===== config.mk =====
export PLATFORM = sky130hd
export DESIGN_NAME = bitwise_unit_arbiter
export DESIGN_NICKNAME = d
export VERILOG_FILES = /design/src/rtl/bitwise_unit_arbiter.sv
export SDC_FILE = /design/constraint.sdc
export NUM_CORES = 1
export LEC_CHECK = 0
export BUFFER_PORTS_ARGS = -buffer_cell sky130_fd_sc_hd__buf_2
export CORE_MARGIN = 5
export CORE_UTILIZATION = 45
export CTS_BUF_LIST = sky130_fd_sc_hd__clkbuf_8
export DETAILED_ROUTE_END_ITERATION = 8
export PLACE_DENSITY = 0.82
export SYNTH_ARGS = -nofsm -noshare
export SYNTH_HDL_FRONTEND = slang
export SYNTH_SLANG_ARGS = --single-unit

===== constraint.sdc =====
create_clock -name clk -period 3.1 [get_ports clk]
set_input_delay 0.31 -clock clk [delete_from_list [all_inputs] [get_ports clk]]
set_output_delay 0.31 -clock clk [all_outputs]
set_load 0.03 [all_outputs]

===== src/rtl/bitwise_unit_arbiter.sv =====
// Round-robin arbiter feeding a shared bitwise logic unit.
// The result lands in a single-entry register that drives a valid/ready response channel.
//
// state   | meaning
// S_EMPTY | result register empty, rsp_valid=0
// S_FULL  | result register holds an unconsumed result, rsp_valid=1
module bitwise_unit_arbiter #(
   parameter int N  = 8,
   parameter int R  = 4,
   localparam int IW = $clog2(R)
) (
   input  logic              clk,
   input  logic              rst,
   input  logic [R-1:0]      req_valid,
   output logic [R-1:0]      req_ready,
   input  logic [3*R-1:0]    req_op,
   input  logic [N*R-1:0]    req_a,
   input  logic [N*R-1:0]    req_b,
   output logic              rsp_valid,
   input  logic              rsp_ready,
   output logic [N-1:0]      rsp_c,
   output logic [IW-1:0]     rsp_id,
   output logic [2:0]        rsp_op
);

   typedef enum logic {S_EMPTY, S_FULL} state_t;

   state_t          state_q, state_d;
   logic [IW-1:0]   ptr_q, ptr_d;
   logic [N-1:0]    rsp_c_q, rsp_c_d;
   logic [IW-1:0]   rsp_id_q, rsp_id_d;
   logic [2:0]      rsp_op_q, rsp_op_d;

   logic            can_accept;
   logic            found;
   logic            grant;
   logic [IW-1:0]   gnt_idx;
   logic [2:0]      op_sel;
   logic [N-1:0]    a_sel, b_sel, result;

   // Scan from ptr upward with wrap; only req_valid feeds the search, never the payload.
   always_comb begin
      found   = 1'b0;
      gnt_idx = '0;
      for (int k = 0; k < R; k++) begin
         if (!found && req_valid[(int'(ptr_q) + k) % R]) begin
            found   = 1'b1;
            gnt_idx = IW'((int'(ptr_q) + k) % R);
         end
      end
   end

   always_comb begin
      can_accept = (state_q == S_EMPTY) || rsp_ready;
      grant      = can_accept && found && !rst;
      req_ready  = '0;
      if (grant) req_ready[gnt_idx] = 1'b1;
   end

   always_comb begin
      op_sel = req_op[3*gnt_idx +: 3];
      a_sel  = req_a[N*gnt_idx +: N];
      b_sel  = req_b[N*gnt_idx +: N];
      case (op_sel)
         3'b000:  result = ~a_sel;
         3'b001:  result = a_sel & b_sel;
         3'b010:  result = a_sel | b_sel;
         3'b011:  result = a_sel ^ b_sel;
         3'b100:  result = ~(a_sel & b_sel);
         3'b101:  result = ~(a_sel | b_sel);
         3'b110:  result = ~(a_sel ^ b_sel);
         default: result = a_sel;
      endcase
   end

   always_comb begin
      state_d  = state_q;
      ptr_d    = ptr_q;
      rsp_c_d  = rsp_c_q;
      rsp_id_d = rsp_id_q;
      rsp_op_d = rsp_op_q;
      if (grant) begin
         state_d  = S_FULL;
         ptr_d    = (gnt_idx == IW'(R-1)) ? '0 : gnt_idx + 1'b1;
         rsp_c_d  = result;
         rsp_id_d = gnt_idx;
         rsp_op_d = op_sel;
      end else if (state_q == S_FULL && rsp_ready) begin
         state_d = S_EMPTY;
      end
   end

   always_ff @(posedge clk or posedge rst) begin
      if (rst) begin
         state_q  <= S_EMPTY;
         ptr_q    <= '0;
         rsp_c_q  <= '0;
         rsp_id_q <= '0;
         rsp_op_q <= '0;
      end else begin
         state_q  <= state_d;
         ptr_q    <= ptr_d;
         rsp_c_q  <= rsp_c_d;
         rsp_id_q <= rsp_id_d;
         rsp_op_q <= rsp_op_d;
      end
   end

   assign rsp_valid = (state_q == S_FULL);
   assign rsp_c     = rsp_c_q;
   assign rsp_id    = rsp_id_q;
   assign rsp_op    = rsp_op_q;

endmodule


==> impl_table.tex <==
\begin{tabular}{lr}
\hline
Metric & Value \\
\hline
\multicolumn{2}{l}{\textbf{Routing}} \\
\quad Via density per instance & 5.476 \\
\quad Drt first pass iters & 4 \\
\quad Count of vias placed by the detailed router & 2590 \\
\quad Post-route DRC violation count & 0 \\
\quad Final wirelength & 6.716 mm \\
\quad Routed length per placed instance & 14.20 microns \\
\quad Detailed Route Iter0 Violations & 200 \\
\quad Remaining number of nets flagged by the antenna check after routing & 0 \\
\multicolumn{2}{l}{\textbf{Place}} \\
\quad Count of buffers inserted at the top-level ports & 100 \\
\quad Half-perimeter wire length after placement & 5.485 mm \\
\quad Instance area at placement & 2917 sq um \\
\quad Post-Place Worst Slack & 0.3167 ns \\
\quad Final weighted congestion in routability-driven placement & 0.8807 \\
\multicolumn{2}{l}{\textbf{Timing}} \\
\quad Hold Vio Cnt, Final & 0 \\
\quad Worst-case headroom to the max-slew limit & 0.3725 \\
\quad Crit path setup slack, layout & 0.2895 ns \\
\quad Upper clock frequency limit & 0.3558 GHz \\
\quad Minimum clock period & 2.810 ns \\
\quad Post-route setup TNS & 0 ns \\
\quad Pins over their slew limit & 0 \\
\quad Final critical-path share of the clock period & 0.9066 \\
\quad Count of final setup violators & 0 \\
\quad Setup repair after global routing missed its margin & false \\
\quad Max Clock Skew & 0.009810 ns \\
\quad Final hold slack & 0.09522 ns \\
\quad Slew @ Worst Pin & 0.9358 ns \\
\multicolumn{2}{l}{\textbf{Critical path}} \\
\quad Source of the critical timing path & ptr\_q[1]\$\_DFFE\_PP0P\_ \\
\quad Max stage delay on crit path & 0.75 ns \\
\quad Slowest CP cell & a21boi\_2 \\
\quad Type of origin of the critical path & flip-flop \\
\quad Critical path capture point type & flip-flop \\
\quad List of cells traversed by the critical path & and2\_1, o211a\_4, nor2\_8, mux2i\_1, a21boi\_2, mux2i\_1, a211o\_1, o211ai\_1 \\
\quad Required @ worst endpoint & 3.27 ns \\
\quad Most numerous cell on the critical path & mux2i\_1 \\
\quad Origin of the critical flop-to-flop path & ptr\_q[1]\$\_DFFE\_PP0P\_ \\
\quad Critical path peak fanout & 22 \\
\quad Data arrival, critical path & 2.98 ns \\
\quad Capturing point of the worst reg2reg path & rsp\_c[0]\$\_DFFE\_PP0P\_ \\
\quad Worst Path Class, Setup & flip-flop to flip-flop \\
\quad Path depth of the worst reg2reg path & 8 \\
\quad Timing endpoint of the critical path & rsp\_c[0]\$\_DFFE\_PP0P\_ \\
\quad R2R Setup Slk & 0.29 ns \\
\multicolumn{2}{l}{\textbf{Layout}} \\
\quad Layout cells sized above 1 & 0.3350 \\
\quad Final instance area & 2958 sq um \\
\quad Commonest cells after routing, fill and taps aside & buf\_2, nand2\_1, mux2i\_1, nand3\_1, ha\_1 \\
\quad Filler Cell Count & 486 \\
\quad Total number of nets in the final design & 508 \\
\quad Leading cell type in the layout, fill and taps excluded & buf\_2 \\
\quad Diodes inserted & 0 \\
\quad Area growth, synth to finish & 26.62\% \\
\multicolumn{2}{l}{\textbf{Synthesis}} \\
\quad Fraction of synthesis flops using an asynchronous set or reset pin & 1.000 \\
\quad Yosys synthesis warning count & 0 \\
\quad Share of synthesized area occupied by flip-flops and latches & 0.1714 \\
\quad Post-synthesis instance total & 309 \\
\quad Avg Cell Area, Syn & 7.560 sq um \\
\quad Library cells used by synthesis & 51 \\
\quad Flip-flop and latch count after synthesis & 16 \\
\quad Cell type with the highest aggregate area in the netlist & dfrtp\_1 \\
\quad Leading post-synthesis cells by cell area & dfrtp\_1, mux2i\_1, ha\_1 \\
\quad Netlist area before placement & 2336 sq um \\
\quad Net count of the mapped netlist & 412 \\
\quad Most used flip-flop cell after synthesis & dfrtp\_1 \\
\quad Number of flops mapped to enable cells by yosys & 0 \\
\quad Area share of the largest cell type after synthesis & 0.1714 \\
\multicolumn{2}{l}{\textbf{Worst hold path}} \\
\quad Min-delay worst type & primary input to asynchronous set/reset pin \\
\multicolumn{2}{l}{\textbf{Floorplanning}} \\
\quad Die outline height & 82.05 microns \\
\quad Floorplan die width & 82.05 microns \\
\quad Die Area & 6732 sq um \\
\quad Floorplan Core Area & 5075 sq um \\
\quad Row Count & 26 \\
\quad Initial Util & 0.4603 \\
\quad I/O pin count & 101 \\
\multicolumn{2}{l}{\textbf{Clocking}} \\
\quad Total setup buffers inserted after CTS & 0 \\
\quad Clock latency reported for the late side of the worst-skew pair & 0.25 ns \\
\quad Number of levels in the clock H-tree & 1 \\
\quad Hold-fix buffers, CTS & 0 \\
\quad CTS resizes & 0 \\
\quad Number of buffers created by CTS & 3 \\
\quad Clock tree from TritonCTS & built \\
\quad Clock-pin slew of the registers on the worst-case setup and hold paths & 0.07 ns \\
\quad Total number of clock tree sinks & 16 \\
\quad Root Buffer Master & clkbuf\_8 \\
\quad Maximum clock insertion buffer count & 2 \\
\multicolumn{2}{l}{\textbf{GRT}} \\
\quad First-pass GRT wire length & 10.89 mm \\
\quad Initial antenna violation count & 0 \\
\quad Total track usage & 0.1988 \\
\quad Remaining Overflow, GRT & 0 \\
\quad Pin count of the biggest net entering global routing & 25 \\
\quad Via count of the first global-routing pass & 2575 \\
\multicolumn{2}{l}{\textbf{Power and ir drop}} \\
\quad Worst voltage drop across the vdd grid & 0.3203 mV \\
\quad Static leakage & 1.581 nW \\
\quad Power density normalized to cell area & 803.7 nW/um\^{}2 \\
\multicolumn{2}{l}{\textbf{Flow run}} \\
\quad Max-cap check violation count & 0 \\
\multicolumn{2}{l}{\textbf{Status}} \\
\quad Run status & finished clean \\
\hline
\end{tabular}
[registers in the layout, summed over array words and instances, names as in the netlist]
name       flops
ptr_q          2
rsp_c          8
rsp_id         2
rsp_op         3
rsp_valid      1
[cells in the mapped netlist, types with 3 or more instances]
cell	number
and3_1	3
inv_1	19
nor3_1	7
nand2_1	60
nand3_1	28
o41ai_1	3
mux2i_1	29
buf_1	4
mux2_2	8
and2_1	5
nand2b_1	5
a31oi_1	3
o211ai_1	3
o21ai_0	10
ha_1	20
clkbuf_1	5
a21oi_1	16
buf_2	7
inv_2	4
a211oi_1	9
dfrtp_1	16
nor2_1	6
a41oi_1	4
[report_power, final]
group / switching [W] / internal, W
clock network: 0.0000731 / 0.0000861
registers: 0.0000587 / 0.000295
logic: 0.00113 / 0.000732
total: 0.00126 / 0.00111
[layer usage]
metal / vias to the layer above / part of all wire / global-route usage
met5: - / 0 / 0
met4: 0 / 0.016 / 0.04983
met3: 13 / 0.076 / 0.03070
met2: 100 / 0.46 / 0.3417
met1: 1179 / 0.44 / 0.2583
li1: 1298 / - / -
[area by class of cell]
cell class                      count  area [sq um]  share of cell area
Tap cell                           70         87.58             0.02961
Timing Repair Buffer              109         580.6              0.1963
Multi-Input combinational cell    252          1762              0.5956
Inverter                           23         86.33             0.02919
Sequential cell                    16         400.4              0.1354
Clock buffer                        3         41.29             0.01396
[worst min-delay path by stage]
stage / endpoint / slack, ns / depth (start not counted)
detailed placement: ptr_q[0]$_DFFE_PP0P_ / 0.36 / 3
finish: rsp_c[3]$_DFFE_PP0P_ / 0.1 / 3
global route: rsp_c[3]$_DFFE_PP0P_ / 0.13 / 3
floorplan: ptr_q[0]$_DFFE_PP0P_ / 0.23 / 1
CTS: rsp_c[3]$_DFFE_PP0P_ / 0.10 / 3
global placement: ptr_q[0]$_DFFE_PP0P_ / 0.38 / 3
[worst max-delay path: cells and delay by family, from the launching register on]
family          cells  cell delay, ns
compound gates      4            1.44
simple gates        2            0.49
mux                 2            0.36
flops               1            0.43
[cells by family (layout without fill, tap and decap cells)]
family                     Yosys count  after routing  share of synthesized area
adders and majority gates           20             20                     0.1071
DFF                                 16             16                     0.1714
buffers and inverters               41            135                    0.07445
and+or+nand+nor                    123            123                     0.2496
muxes                               39             39                     0.1751
AOI/OAI and AO/OA                   70             70                     0.2223
[stage by stage]
stage / total power [W] / cells / utilization
after floorplan: 0.001772 / 309 / -
after global placement: 0.002149 / 470 / 0.5747
after detailed placement: 0.002208 / 470 / 0.5747
after CTS: 0.002372 / 473 / 0.5828
after global routing: 0.002601 / 473 / 0.5828
final: 0.002377 / 473 / 0.5828
(Power assumes the default switching activity.)
